===== src/rtl/sequential_divider.sv =====
// Unsigned restoring divider, one quotient bit per clock.
// Start/Done handshake; divide-by-zero resolves in the accepting cycle.
module sequential_divider #(
  parameter int n = 16
) (
  input  logic         Clock,
  input  logic         Resetn,
  input  logic         Start,
  input  logic [n-1:0] A,
  input  logic [n-1:0] B,
  output logic [n-1:0] Q,
  output logic [n-1:0] R,
  output logic         Busy,
  output logic         Done,
  output logic         DivByZero
);

  localparam int CW = $clog2(n);

  typedef enum logic {
    IDLE,
    DIVIDE
  } state_t;

  state_t state, state_d;

  logic [n-1:0]  qs;
  logic [n-1:0]  breg;
  logic [n-1:0]  pr;
  logic [CW-1:0] cnt;
  logic [n:0]    shifted;
  logic [n:0]    trial;
  logic [n-1:0]  pr_d;
  logic [n-1:0]  qs_d;
  logic          fits;
  logic          last;
  logic          accept;

  // Subtract by adding the inverted divisor with a carry-in of one.
  // A stored partial remainder is always below the divisor, so its
  // top bit is zero and only n bits need to be kept.
  always_comb begin
    shifted = {pr, qs[n-1]};
    trial   = shifted + {1'b1, ~breg} + {{n{1'b0}}, 1'b1};
    fits    = ~trial[n];
    pr_d    = fits ? trial[n-1:0] : shifted[n-1:0];
    qs_d    = {qs[n-2:0], fits};
    last    = (cnt == '0);
    accept  = (state == IDLE) && Start;
  end

  always_comb begin
    state_d = state;
    unique case (state)
      IDLE:    if (Start && (B != '0)) state_d = DIVIDE;
      DIVIDE:  if (last) state_d = IDLE;
      default: state_d = IDLE;
    endcase
  end

  always_ff @(posedge Clock) begin
    if (!Resetn) state <= IDLE;
    else         state <= state_d;
  end

  always_ff @(posedge Clock) begin
    if (!Resetn) begin
      qs        <= '0;
      breg      <= '0;
      pr        <= '0;
      cnt       <= '0;
      Q         <= '0;
      R         <= '0;
      Done      <= 1'b0;
      DivByZero <= 1'b0;
    end else begin
      Done <= 1'b0;
      if (accept) begin
        qs   <= A;
        breg <= B;
        pr   <= '0;
        cnt  <= CW'(n - 1);
        if (B == '0) begin
          Q         <= '1;
          R         <= A;
          DivByZero <= 1'b1;
          Done      <= 1'b1;
        end
      end else if (state == DIVIDE) begin
        pr  <= pr_d;
        qs  <= qs_d;
        cnt <= cnt - CW'(1);
        if (last) begin
          Q         <= qs_d;
          R         <= pr_d;
          DivByZero <= 1'b0;
          Done      <= 1'b1;
        end
      end
    end
  end

  assign Busy = (state == DIVIDE);

endmodule

===== config.mk =====
export PLATFORM = sky130hd
export DESIGN_NAME = sequential_divider
export DESIGN_NICKNAME = d
export VERILOG_FILES = /design/src/rtl/sequential_divider.sv
export SDC_FILE = /design/constraint.sdc
export NUM_CORES = 1
export LEC_CHECK = 0
export CORE_MARGIN = 4
export CORE_UTILIZATION = 30
export CTS_CLUSTER_SIZE = 14
export DETAILED_ROUTE_END_ITERATION = 10
export PLACE_DENSITY = 0.47
export SYNTH_ARGS = -nofsm -noshare
export SYNTH_HDL_FRONTEND = slang
export SYNTH_SLANG_ARGS = --single-unit

===== constraint.sdc =====
create_clock -name Clock -period 3.2 [get_ports Clock]
set_input_delay 0.64 -clock Clock [delete_from_list [all_inputs] [get_ports Clock]]
set_output_delay 0.64 -clock Clock [all_outputs]
set_load 0.02 [all_outputs]

======== Word-level counts from Yosys, hierarchy flattened ========
Index checks and enable logic that the tools add are counted.
operators by class
  reductions and logical operators ........ 9
  shift operators ......................... 0
  multipliers ............................. 0
  equality and inequality tests ........... 1
  add/sub/neg operators ................... 3
  bitwise operators ....................... 4
  multiplexer cells ....................... 24
  divide/modulo/power cells ............... 0
  $lt $le $gt $ge ......................... 0
operator list
  cell                                               count
  two-way mux 16 bit                                 11
  adder 17 x 1 -> 17 bit (second input constant)     1
  adder 17 bit                                       1
  logical NOT 16 bit                                 1
  inverter 16 bit                                    1
  nonzero test 16 bit                                1
  two-way mux 1 bit                                  10
  two-way mux 4 bit                                  2
  logical NOT 4 bit                                  1
  nonzero test 2 bit                                 2
  subtractor 4 x 1 -> 4 bit (second input constant)  1
  inverter 1 bit                                     3
  AND reduction 3 bit                                1
  logical AND 1 bit                                  2
  != test 2 x 1 -> 1 bit (second input constant)     1
  case mux 1 bit (2 select lines)                    1
  OR reduction 2 bit                                 1
word-level totals
  bits in writable memories ............... 0
  ROM bits ................................ 0
  register bits after elaboration ......... 87
  input port bits ......................... 35
  logic and storage cells ................. 50
  memories kept ........................... 0
  bits in latches ......................... 0

======== Longest topological paths before layout ========
Gate-level depths: netlist (run 1).
  word-level depth ........................ 7
  gate-level depth with buffers ........... 12
  depth with buffers taken out ............ 10

======== Least setup slack after synthesis (run 1) ========
No wires, ideal clock.
  path kind ............................... register to register
  start point ............................. reg breg[13]
  end point ............................... reg pr[9]
  period minus slack after synthesis ...... 2.486 ns
  required time ........................... 3.134 ns
  path buffers ............................ 1
  path slack .............................. 0.714 ns
  arrival ................................. 2.420 ns
  cell stages (with the launch flop) ...... 11
  cell sequence ........................... dfxtp_1 > inv_1 > ha_1 > a21o_1 > a21o_1 > a221oi_4 > a21boi_2 > xnor2_2 > buf_6 > mux2_4 > a21oi_2
between the ends
  cells in the longest elaborated chain, start to end .. 4
ends and longest elaborated chain
  what                    RTL line  text
  start, declared         28        logic [n-1:0] breg;
  start signal, assigned  69        breg <= '0;
  start signal, assigned  80        breg <= B;
  inverter 16 bit         44        trial = shifted + {1'b1, ~breg} + {{n{1'b0}}, 1'b1};
  adder 17 bit            44
  adder 17 x 1 -> 17 bit  44
  two-way mux 16 bit      46        pr_d = fits ? trial[n-1:0] : shifted[n-1:0];
  end signal, assigned    90        pr <= pr_d;
  end, declared           29        logic [n-1:0] pr;
Every way passes these cells.
A chain may end at the register's enable or synchronous reset.

======== Final worst setup path (run 1) ========
Same ends and word-level chain as after synthesis.

==> results_tabular.tex, run 1 <==
\begin{tabular}{lr}
\hline
Metric & Value \\
\hline
\multicolumn{2}{l}{\textbf{Clock tree}} \\
\quad Post CTS Setup Buffer Count & 0 \\
\quad Htree depth & 3 \\
\quad Clock transition time at the flip-flop clock pins of the worst setup and hold paths & 0.07 ns \\
\quad CTS Hold Bufs & 0 \\
\quad Maximum buffer depth of the clock tree & 2 \\
\quad Number of buffers created by CTS & 9 \\
\quad TritonCTS clock tree & built \\
\quad CTS sink cnt & 87 \\
\quad Clock latency on the worst-skew pair & around 0.35 ns \\
\quad Library cell used as clock root buffer & sky130\_fd\_sc\_hd\_\_clkbuf\_16 \\
\quad Resized cells post-CTS & 0 \\
\multicolumn{2}{l}{\textbf{Place}} \\
\quad Quantity of I/O buffers inserted on ports & between 60 and 70 \\
\quad Worst Setup Slack post-DPL & -0.0292 ns \\
\quad DP HPWL & $\sim$10000 um \\
\quad Number of cells in the design after placement & around 850 \\
\quad Routability congestion estimate from global placement & roughly 0.8 \\
\quad Placed standard-cell area & 5710 sq um \\
\multicolumn{2}{l}{\textbf{Global route}} \\
\quad Overall fraction of global-route tracks in use & roughly 16\% \\
\quad Wire length of the first global-routing pass & 22400 um \\
\quad Initial antenna violation count & 0 \\
\quad Largest net degree at the start of global routing & 42 \\
\quad Overall overflow remaining after global route & 0 \\
\quad Vias in the first global route & between 4000 and 5000 \\
\multicolumn{2}{l}{\textbf{Yosys}} \\
\quad Share of the yosys chip area belonging to registers & between 30\% and 40\% \\
\quad Top flip-flop cell by instance count after synthesis & sky130\_fd\_sc\_hd\_\_dfxtp\_1 \\
\quad Synthesized area divided by synthesized cell count & about 8 sq um \\
\quad Syn\_nets & between 600 and 700 \\
\quad Async set-or-reset flop fraction in the synthesized netlist & 0\% \\
\quad Number of warning messages in the yosys log & 0 \\
\quad Post-synth EDFFs & 0 \\
\quad Count of distinct cell types in the synthesized netlist & 59 \\
\quad Register bit total from synthesis & 87 \\
\quad Post-synthesis cell count & 593 \\
\quad Post-synthesis instance area & 4780 sq um \\
\multicolumn{2}{l}{\textbf{STA}} \\
\quad Number of endpoints with negative hold slack in the final report & 0 \\
\quad Number of endpoints failing setup at the final stage & 0 \\
\quad RSZ-0062 raised after global routing & false \\
\quad Max-slew headroom at the worst pin & $\sim$28\% \\
\quad Maximum clock rate & 368 MHz \\
\quad WHS & approximately 0.46 ns \\
\quad Final number of max-transition violations & 0 \\
\quad Period Utilization, post-route & 84.9\% \\
\quad Fin worst setup slack & about 0.48 ns \\
\quad Total negative setup slack & 0 ns \\
\quad Min Clock Period, post-route & roughly 2.7 ns \\
\quad Slew at the pin closest to its max-slew limit & between 1 and 1.5 ns \\
\quad Final Skew & around 0.0089 ns \\
\multicolumn{2}{l}{\textbf{Floorplanning}} \\
\quad Total number of placement rows & 45 \\
\quad Vertical die dimension & 134 um \\
\quad Chip Width & about 130 um \\
\quad Die footprint & between 15000 and 20000 sq um \\
\quad Area of the core region & about 15000 sq um \\
\quad Top-level port count & 70 \\
\quad Initial Utilization & $\sim$31\% \\
\multicolumn{2}{l}{\textbf{Detailed routing}} \\
\quad DR WL/cell & $\sim$16 um \\
\quad Aggregate routed wire length & 13800 um \\
\quad Drc violations & 0 \\
\quad Total number of vias & 4352 \\
\quad Detailed router's first-iteration violation count & 297 \\
\quad Drt pass-1 iters & 5 \\
\quad Vias/cell & a little over 5 \\
\quad Detail Route Antenna Nets & 0 \\
\multicolumn{2}{l}{\textbf{Min path}} \\
\quad Kind of path behind the tightest hold check & register to register \\
\quad Launch point of the worst hold path & breg[6] \\
\quad Number of cells on the worst hold path & 2 \\
\quad Endpoint of the worst hold-timing path & breg[6] \\
\multicolumn{2}{l}{\textbf{Critical path}} \\
\quad RR Startpoint & breg[13] \\
\quad Biggest fanout along the worst timing path & 18 \\
\quad Count of cells along the worst register-to-register path & 10 \\
\quad Worst Path Class, Setup & register to register \\
\quad Capturing point of the worst reg2reg path & pr[9] \\
\quad Required time at the endpoint of the critical path & roughly 3.5 ns \\
\quad CP endpoint kind & register \\
\quad Crit path launch type & register \\
\quad Worst EP arrival & roughly 3.0 ns \\
\quad Setup slack of the worst register-to-register path & 0.48 ns \\
\multicolumn{2}{l}{\textbf{Job}} \\
\quad Count of maximum capacitance violations & 0 \\
\multicolumn{2}{l}{\textbf{Final layout}} \\
\quad Final instance area & $\sim$6000 sq um \\
\quad Number of antenna cells inserted & 0 \\
\quad \# fillers & between 1500 and 2000 \\
\quad Final core area utilization & about two fifths \\
\quad Area occupied by multi-input gates & roughly 2800 sq um \\
\quad Total area of sequential cells & approximately 1700 sq um \\
\quad Layout Nets & about 700 \\
\quad Layout overhead on the synthesized area & 25.7\% \\
\quad Fraction of final layout cells with drive strength greater than 1 & 7.21\% \\
\quad Layout Cells excl Fill & 863 \\
\multicolumn{2}{l}{\textbf{Pwr}} \\
\quad Maximum ir drop on the vdd rail & slightly below 0.3 mV \\
\quad Leakage & approximately 2.3 nW \\
\quad Overall power & $\sim$3.5 mW \\
\quad Power per cell area & about 600 nW/um\^{}2 \\
\multicolumn{2}{l}{\textbf{Run status}} \\
\quad Status & completed \\
\hline
\end{tabular}
==> power by group <==
group	internal (mW)	total [mW]	switching [mW]
clock	0.635	1.09	0.456
combinational	0.530	1.19	0.664
sequential	1.16	1.23	0.0697
==> worst max-delay path, cell delays in order (launching register included) <==
cell and delay [ns]:
sky130_fd_sc_hd__dfxtp_1 0.32, sky130_fd_sc_hd__inv_1 0.05, sky130_fd_sc_hd__ha_1 0.35, sky130_fd_sc_hd__a21o_1 0.23
sky130_fd_sc_hd__a21o_1 0.21, sky130_fd_sc_hd__a221oi_4 0.35, sky130_fd_sc_hd__a21boi_2 0.29, sky130_fd_sc_hd__xnor2_2 0.14
sky130_fd_sc_hd__buf_4 0.27, sky130_fd_sc_hd__mux2_4 0.33, sky130_fd_sc_hd__a21oi_2 0.12
==> synth_stat cells (3+ instances only) <==
cell / number / share of area [%]
sky130_fd_sc_hd__nand3_1: 16 / 1.7
sky130_fd_sc_hd__o211a_1: 9 / 1.9
sky130_fd_sc_hd__o2bb2ai_1: 9 / 1.6
sky130_fd_sc_hd__mux2i_1: 29 / 6.1
sky130_fd_sc_hd__dfxtp_1: 87 / 36
sky130_fd_sc_hd__o21ai_0: 59 / 6.2
sky130_fd_sc_hd__nor2_1: 31 / 2.4
sky130_fd_sc_hd__and2_1: 10 / 1.3
sky130_fd_sc_hd__xnor2_1: 10 / 1.8
sky130_fd_sc_hd__buf_1: 3 / 0.24
sky130_fd_sc_hd__a21boi_0: 16 / 2.5
sky130_fd_sc_hd__a21o_1: 10 / 1.6
sky130_fd_sc_hd__nand2b_1: 3 / 0.39
sky130_fd_sc_hd__o311ai_0: 3 / 0.55
sky130_fd_sc_hd__clkbuf_1: 35 / 2.7
sky130_fd_sc_hd__nand2_1: 97 / 7.6
sky130_fd_sc_hd__nor3_1: 17 / 1.8
sky130_fd_sc_hd__nor2b_1: 3 / 0.39
sky130_fd_sc_hd__or2_2: 3 / 0.39
sky130_fd_sc_hd__or3_1: 7 / 0.92
sky130_fd_sc_hd__nor4_1: 4 / 0.52
sky130_fd_sc_hd__a21oi_1: 24 / 2.5
sky130_fd_sc_hd__ha_1: 18 / 4.7
sky130_fd_sc_hd__o211ai_1: 6 / 0.94
sky130_fd_sc_hd__nand4_1: 10 / 1.3
sky130_fd_sc_hd__inv_1: 26 / 2.0
sky130_fd_sc_hd__a31oi_1: 3 / 0.39
==> logic make-up (layout without fill, tap and decap cells) <==
logic type	count (synthesis)	in the layout	share of synthesized area [%]
muxes	30	30	6.38
xor gates and xnor gates	13	13	2.54
buffers and inverters	68	127	5.70
and+or+nand+nor	209	209	20.1
DFF	87	87	36.4
AOI/OAI and AO/OA	167	167	23.7
adders and majority gates	19	19	5.13
==> cell usage in the layout, fill, tap and decap left out, drive strengths merged, types with 6 or more instances in the layout <==
cell / n
xnor2: 11
buf: 17
a21oi: 25
nor2: 31
nand4: 10
and2: 10
nand2: 97
o2bb2ai: 9
mux2i: 29
clkbuf: 11
ha: 18
a21boi: 17
nor3: 17
nand3: 16
o211ai: 6
o21ai: 59
or3: 7
o211a: 9
dfxtp: 87
a21o: 10
clkdlybuf4s50: 68
inv: 29
==> state kept, by name, summed over array words and instances, names as in the netlist <==
| register | cells |
|---|---|
| Q | 16 |
| R | 16 |
| breg | 16 |
| pr | 16 |
| qs | 16 |
| cnt | 4 |
| Busy | 1 |
| DivByZero | 1 |
| Done | 1 |
==> routing by layer <==
layer	part of all wire [%]	GRT usage, %	vias to the layer above
met2	44	24.8	81
met4	2.2	6.39	0
met5	0	0	-
li1	-	-	2220
met3	3.3	2.55	20
met1	50	21.3	2031
==> cell type report <==
| cell class | count | share of cell area (%) |
|---|---|---|
| tap | 211 | 4.39 |
| multi-input combinational | 438 | 46.3 |
| clock inverter | 5 | 1.06 |
| sequential | 87 | 29.0 |
| clock buffer | 11 | 4.04 |
| inverter | 26 | 1.62 |
| timing repair buffer | 85 | 13.6 |
==> worst max-delay path by stage <==
stage	startpoint	endpoint	cells after the start
5_1_grt	B[15]	R[0]	8
4_1_cts	B[15]	R[8]	8
3_3_place_gp	B[15]	R[8]	8
2_1_floorplan	breg[13]	pr[9]	10
3_5_place_dp	B[15]	R[8]	8
6_report	breg[13]	pr[9]	10
(Power assumes the default switching activity.)
==> run 2: changes to the inputs <==
PLACE_DENSITY = 0.49   (was 0.47)
clock period = 2.4 ns   (was 3.2 ns; I/O delays follow)
==> results_tabular.tex, run 2 (synthesized netlist as in run 1, its figures left out) <==
\begin{tabular}{lr}
\hline
Metric & Value \\
\hline
\multicolumn{2}{l}{\textbf{Floorplanning}} \\
\quad Chip Width & between 100 and 150 um \\
\quad Die footprint & 18000 sq um \\
\quad Top-level port count & 70 \\
\quad Total number of placement rows & between 40 and 50 \\
\quad Vertical die dimension & around 130 um \\
\quad Area of the core region & 15400 sq um \\
\quad Initial Utilization & a little under a third \\
\multicolumn{2}{l}{\textbf{Critical path}} \\
\quad Worst Path Class, Setup & register to register \\
\quad Required time at the endpoint of the critical path & $\sim$2.6 ns \\
\quad Crit path launch type & register \\
\quad Worst EP arrival & around 2.7 ns \\
\quad CP endpoint kind & register \\
\quad Biggest fanout along the worst timing path & 2 \\
\multicolumn{2}{l}{\textbf{STA}} \\
\quad Slew at the pin closest to its max-slew limit & between 0.6 and 0.7 ns \\
\quad RSZ-0062 raised after global routing & true \\
\quad Min Clock Period, post-route & $\sim$2.5 ns \\
\quad Final number of max-transition violations & 0 \\
\quad Number of endpoints failing setup at the final stage & 18 \\
\quad Total negative setup slack & -0.678 ns \\
\quad Period Utilization, post-route & 103\% \\
\quad Fin worst setup slack & -0.0815 ns \\
\quad Maximum clock rate & a little over 400 MHz \\
\quad Number of endpoints with negative hold slack in the final report & 0 \\
\quad Final Skew & $\sim$0.0098 ns \\
\quad WHS & around 0.46 ns \\
\quad Max-slew headroom at the worst pin & 57.1\% \\
\multicolumn{2}{l}{\textbf{Pwr}} \\
\quad Leakage & about 2.8 nW \\
\quad Power per cell area & between 800 and 900 nW/um\^{}2 \\
\quad Overall power & $\sim$5.6 mW \\
\quad Maximum ir drop on the vdd rail & 0.435 mV \\
\multicolumn{2}{l}{\textbf{Detailed routing}} \\
\quad DR WL/cell & between 15 and 20 um \\
\quad Drc violations & 0 \\
\quad Vias/cell & approximately 5 \\
\quad Aggregate routed wire length & $\sim$15000 um \\
\quad Total number of vias & approximately 4600 \\
\quad Drt pass-1 iters & 4 \\
\quad Detailed router's first-iteration violation count & a little under 300 \\
\quad Detail Route Antenna Nets & 0 \\
\multicolumn{2}{l}{\textbf{Global route}} \\
\quad Initial antenna violation count & 0 \\
\quad Vias in the first global route & between 4000 and 5000 \\
\quad Overall overflow remaining after global route & 0 \\
\quad Wire length of the first global-routing pass & between 20000 and 25000 um \\
\quad Overall fraction of global-route tracks in use & approximately 17\% \\
\quad Largest net degree at the start of global routing & 47 \\
\multicolumn{2}{l}{\textbf{Place}} \\
\quad Routability congestion estimate from global placement & between 0.8 and 0.9 \\
\quad DP HPWL & $\sim$11000 um \\
\quad Worst Setup Slack post-DPL & -0.320 ns \\
\quad Quantity of I/O buffers inserted on ports & 69 \\
\multicolumn{2}{l}{\textbf{Clock tree}} \\
\quad Clock transition time at the flip-flop clock pins of the worst setup and hold paths & around 0.060 ns \\
\quad Library cell used as clock root buffer & sky130\_fd\_sc\_hd\_\_clkbuf\_16 \\
\quad CTS sink cnt & just under 90 \\
\quad Number of buffers created by CTS & 9 \\
\quad Clock latency on the worst-skew pair & 0.35 ns \\
\quad Maximum buffer depth of the clock tree & 2 \\
\quad TritonCTS clock tree & built \\
\quad Htree depth & 3 \\
\quad CTS Hold Bufs & 0 \\
\multicolumn{2}{l}{\textbf{Final layout}} \\
\quad Leading cell type in the layout, fill and taps excluded & sky130\_fd\_sc\_hd\_\_nand2\_1 \\
\quad Highest-count cells in the layout ignoring fill and taps & sky130\_fd\_sc\_hd\_\_nand2\_1 (96), sky130\_fd\_sc\_hd\_\_dfxtp\_1 (77), sky130\_fd\_sc\_hd\_\_buf\_4 (74), sky130\_fd\_sc\_hd\_\_clkdlybuf4s50\_1 (68), sky130\_fd\_sc\_hd\_\_o21ai\_0 (55) \\
\quad \# fillers & 1534 \\
\quad Layout overhead on the synthesized area & 45.9\% \\
\quad Final core area utilization & between 40\% and 50\% \\
\quad Layout Nets & about 770 \\
\quad Fraction of final layout cells with drive strength greater than 1 & about a quarter \\
\quad Number of antenna cells inserted & 0 \\
\multicolumn{2}{l}{\textbf{Run status}} \\
\quad Violated checks & setup timing \\
\quad Status & finished with violations \\
\multicolumn{2}{l}{\textbf{Job}} \\
\quad Count of maximum capacitance violations & 0 \\
\multicolumn{2}{l}{\textbf{Min path}} \\
\quad Kind of path behind the tightest hold check & register to register \\
\hline
\end{tabular}
## run 2: metrics by stage
step	instances	area, sq um
2_1_floorplan	593	4830
3_3_place_gp	905	6220
3_5_place_dp	905	6220
4_1_cts	930	6770
5_1_grt	934	6980
6_report	934	6980
## run 2: what timing repair did
item | CTS | global route
pin swaps | 16 | 18
gates cloned | 1 | 0
resized for setup | 31 | 36
endpoints found under the setup margin | 31 | 45
setup buffers | 8 | 4
## run 2: layout make-up
cell class	count	area [sq um]	share of cell area (%)
Sequential cell	87	1750	25.1
Multi-Input combinational cell	438	3090	44.3
Inverter	26	97.6	1.40
Tap cell	211	264	3.78
Clock inverter	5	88.8	1.27
Clock buffer	11	243	3.48
Timing Repair Buffer	156	1440	20.6
## run 2: worst paths after layout
| check | start | end | slack [ns] | cells past startpoint |
|---|---|---|---|---|
| setup reg to reg | qs[15] | pr[12] | -0.08 | 11 |
| setup / recovery | qs[15] | pr[12] | -0.08 | 11 |
| hold / removal | breg[2] | breg[2] | 0.46 | 2 |
| hold reg to reg | breg[2] | breg[2] | 0.46 | 2 |
## run 2: layer usage
layer	track usage [%]	up-vias	share of wire, %
met5	0	-	0
met4	4.47	0	1.1
met3	3.11	11	3.4
met2	28.3	79	48
met1	22.8	2171	48
li1	-	2363	-
## run 2: power by group
part	total (mW)	switching [mW]	internal, mW	leakage [nW]
clock	1.58	0.623	0.955	0.162
sequential	1.64	0.0899	1.55	0.715
combinational	2.42	1.13	1.29	1.91
## run 2: worst max-delay path, stage by stage (launching register included)
cell and delay (ns):
sky130_fd_sc_hd__dfxtp_2 0.32, sky130_fd_sc_hd__inv_2 0.06, sky130_fd_sc_hd__ha_4 0.12, sky130_fd_sc_hd__fa_2 0.22, sky130_fd_sc_hd__nor2b_4 0.05, sky130_fd_sc_hd__buf_6 0.11, sky130_fd_sc_hd__o31a_1 0.25, sky130_fd_sc_hd__o311a_1 0.36
sky130_fd_sc_hd__or4_1 0.48, sky130_fd_sc_hd__o2111a_1 0.16, sky130_fd_sc_hd__mux2i_1 0.14, sky130_fd_sc_hd__a21oi_1 0.08
==> run 3: changes to the inputs <==
SKIP_CTS_REPAIR_TIMING = 1   (was unset)
==> results_tabular.tex, run 3 (synthesized netlist as in run 1, its figures left out) <==
\begin{tabular}{lr}
\hline
Metric & Value \\
\hline
\multicolumn{2}{l}{\textbf{Pwr}} \\
\quad Register share of total power & between 20\% and 30\% \\
\quad Combinational power share & a little over two fifths \\
\quad Power per cell area & approximately 800 nW/um\^{}2 \\
\quad Maximum ir drop on the vdd rail & approximately 0.47 mV \\
\quad P\_int & $\sim$3.8 mW \\
\quad Switching power & between 1.5 and 2 mW \\
\quad Clock power share & roughly 28\% \\
\quad Fraction of power spent switching nets & around 33\% \\
\quad Leakage & between 2 and 3 nW \\
\multicolumn{2}{l}{\textbf{STA}} \\
\quad Max-slew headroom at the worst pin & between 50\% and 60\% \\
\quad Total negative setup slack & -0.898 ns \\
\quad Final number of max-transition violations & 0 \\
\quad Slew at the pin closest to its max-slew limit & 0.608 ns \\
\quad Period Utilization, post-route & 104\% \\
\quad WHS & around 0.46 ns \\
\quad Number of endpoints failing setup at the final stage & 19 \\
\quad RSZ-0062 raised after global routing & true \\
\quad Number of endpoints with negative hold slack in the final report & 0 \\
\quad Maximum clock rate & 402 MHz \\
\quad Final Skew & $\sim$0.0074 ns \\
\quad Min Clock Period, post-route & about 2.5 ns \\
\quad Fin worst setup slack & -0.0874 ns \\
\multicolumn{2}{l}{\textbf{Floorplanning}} \\
\quad Top-level port count & 70 \\
\quad Initial Utilization & a little under a third \\
\quad Total number of placement rows & 45 \\
\quad Area of the core region & about 15000 sq um \\
\quad Die footprint & 18000 sq um \\
\quad Vertical die dimension & around 130 um \\
\quad Chip Width & 134 um \\
\multicolumn{2}{l}{\textbf{Critical path}} \\
\quad Worst EP arrival & between 2 and 3 ns \\
\quad Total buffers and inverters traversed by the critical path & 3 \\
\quad Biggest fanout along the worst timing path & 7 \\
\quad Series of cell instances along the critical path & inv\_2 -> ha\_4 -> a21o\_1 -> a21o\_1 -> a221oi\_4 -> a21boi\_4 -> xnor2\_4 -> buf\_12 -> buf\_4 -> mux2\_4 -> a21oi\_2 \\
\quad Dominant delay contributor by cell family on the critical path & compound AO/OA/AOI/OAI gates \\
\quad Maximum cell stage delay along the critical path & 0.34 ns \\
\quad Crit path launch type & register \\
\quad Slowest cell on the critical path & sky130\_fd\_sc\_hd\_\_dfxtp\_2 \\
\quad Setup slack of the worst register-to-register path & -0.09 ns \\
\quad Worst Path Class, Setup & register to register \\
\quad CP endpoint kind & register \\
\quad Top cell by count, worst path & sky130\_fd\_sc\_hd\_\_a21o\_1 \\
\quad Required time at the endpoint of the critical path & 2.68 ns \\
\multicolumn{2}{l}{\textbf{Detailed routing}} \\
\quad DR WL/cell & $\sim$16 um \\
\quad Aggregate routed wire length & 14900 um \\
\quad Drc violations & 0 \\
\quad Drt pass-1 iters & 4 \\
\quad Detail Route Antenna Nets & 0 \\
\quad Detailed router's first-iteration violation count & 280 \\
\quad Total number of vias & between 4000 and 5000 \\
\quad Vias/cell & roughly 4.9 \\
\multicolumn{2}{l}{\textbf{Clock tree}} \\
\quad Clock transition time at the flip-flop clock pins of the worst setup and hold paths & around 0.060 ns \\
\quad Library cell used as clock root buffer & sky130\_fd\_sc\_hd\_\_clkbuf\_16 \\
\quad TritonCTS clock tree & built \\
\quad Maximum buffer depth of the clock tree & 2 \\
\quad Number of buffers created by CTS & 9 \\
\quad CTS sink cnt & 87 \\
\quad Htree depth & 3 \\
\quad Clock latency on the worst-skew pair & approximately 0.34 ns \\
\multicolumn{2}{l}{\textbf{Min path}} \\
\quad Kind of path behind the tightest hold check & register to register \\
\multicolumn{2}{l}{\textbf{Run status}} \\
\quad Violated checks & setup timing \\
\quad Status & finished with violations \\
\multicolumn{2}{l}{\textbf{Place}} \\
\quad DP HPWL & $\sim$11000 um \\
\quad Routability congestion estimate from global placement & about 0.84 \\
\quad Quantity of I/O buffers inserted on ports & approximately 70 \\
\multicolumn{2}{l}{\textbf{Final layout}} \\
\quad Layout Nets & $\sim$770 \\
\quad Number of antenna cells inserted & 0 \\
\quad Leading cell type in the layout, fill and taps excluded & sky130\_fd\_sc\_hd\_\_nand2\_1 \\
\quad Highest-count cells in the layout ignoring fill and taps & sky130\_fd\_sc\_hd\_\_nand2\_1 (97), sky130\_fd\_sc\_hd\_\_dfxtp\_1 (77), sky130\_fd\_sc\_hd\_\_buf\_4 (75), sky130\_fd\_sc\_hd\_\_clkdlybuf4s50\_1 (68), sky130\_fd\_sc\_hd\_\_o21ai\_0 (54) \\
\quad Fraction of final layout cells with drive strength greater than 1 & 22.7\% \\
\quad Layout overhead on the synthesized area & 44.6\% \\
\quad \# fillers & 1548 \\
\multicolumn{2}{l}{\textbf{Global route}} \\
\quad Overall fraction of global-route tracks in use & between 10\% and 20\% \\
\quad Initial antenna violation count & 0 \\
\quad Overall overflow remaining after global route & 0 \\
\quad Wire length of the first global-routing pass & $\sim$24000 um \\
\quad Largest net degree at the start of global routing & 47 \\
\quad Vias in the first global route & $\sim$4600 \\
\multicolumn{2}{l}{\textbf{Job}} \\
\quad Count of maximum capacitance violations & 0 \\
\hline
\end{tabular}
[run 3: path summary, 6_finish.rpt]
path,end,cells after the start,startpoint
setup / recovery,pr[9],11,breg[13]
hold / removal,breg[12],2,breg[12]
setup reg to reg,pr[9],11,breg[13]
hold reg to reg,breg[12],2,breg[12]
[run 3: per-layer routing]
layer  global-route usage (%)  vias to the layer above  wire (um)
li1                         -                     2358          -
met5                        0                        -          0
met3                     2.33                       13        544
met1                     22.6                     2146       7020
met2                     27.6                       67       7090
met4                     5.26                        0        234
[run 3: area by class of cell]
type	instances	area, sq um	share of cell area [%]
multi-input combinational	438	3050	44.1
sequential	87	1750	25.4
timing repair buffer	155	1420	20.5
tap	211	264	3.82
clock buffer	11	243	3.51
inverter	26	97.6	1.41
clock inverter	5	88.8	1.28
[run 3: through the flow]
stage	power, mW	cells	area [sq um]	util, %	worst slack (ns)
after floorplan	2.84	593	4830	-	-0.00886
after global placement	3.64	905	6220	40.3	-0.310
after detailed placement	3.66	905	6220	40.3	-0.320
after CTS	5.26	921	6550	42.5	-0.209
after global routing	5.96	933	6920	44.9	-0.195
final	5.63	933	6920	44.9	-0.0874
[run 3: power by group through the flow]
stage               clock network (mW)  logic [mW]  registers (mW)
detailed placement                   0        1.99            1.67
floorplan                            0        1.15            1.69
finish                            1.58        2.41            1.65
global placement                     0        1.98            1.67
CTS                               1.62        2.00            1.64
global route                      1.68        2.61            1.66
[run 3: worst min-delay path, stage by stage, from the launching register on]
cell                       delay [ns]
sky130_fd_sc_hd__dfxtp_2         0.32
sky130_fd_sc_hd__nand2_1         0.04
sky130_fd_sc_hd__a21boi_0        0.06
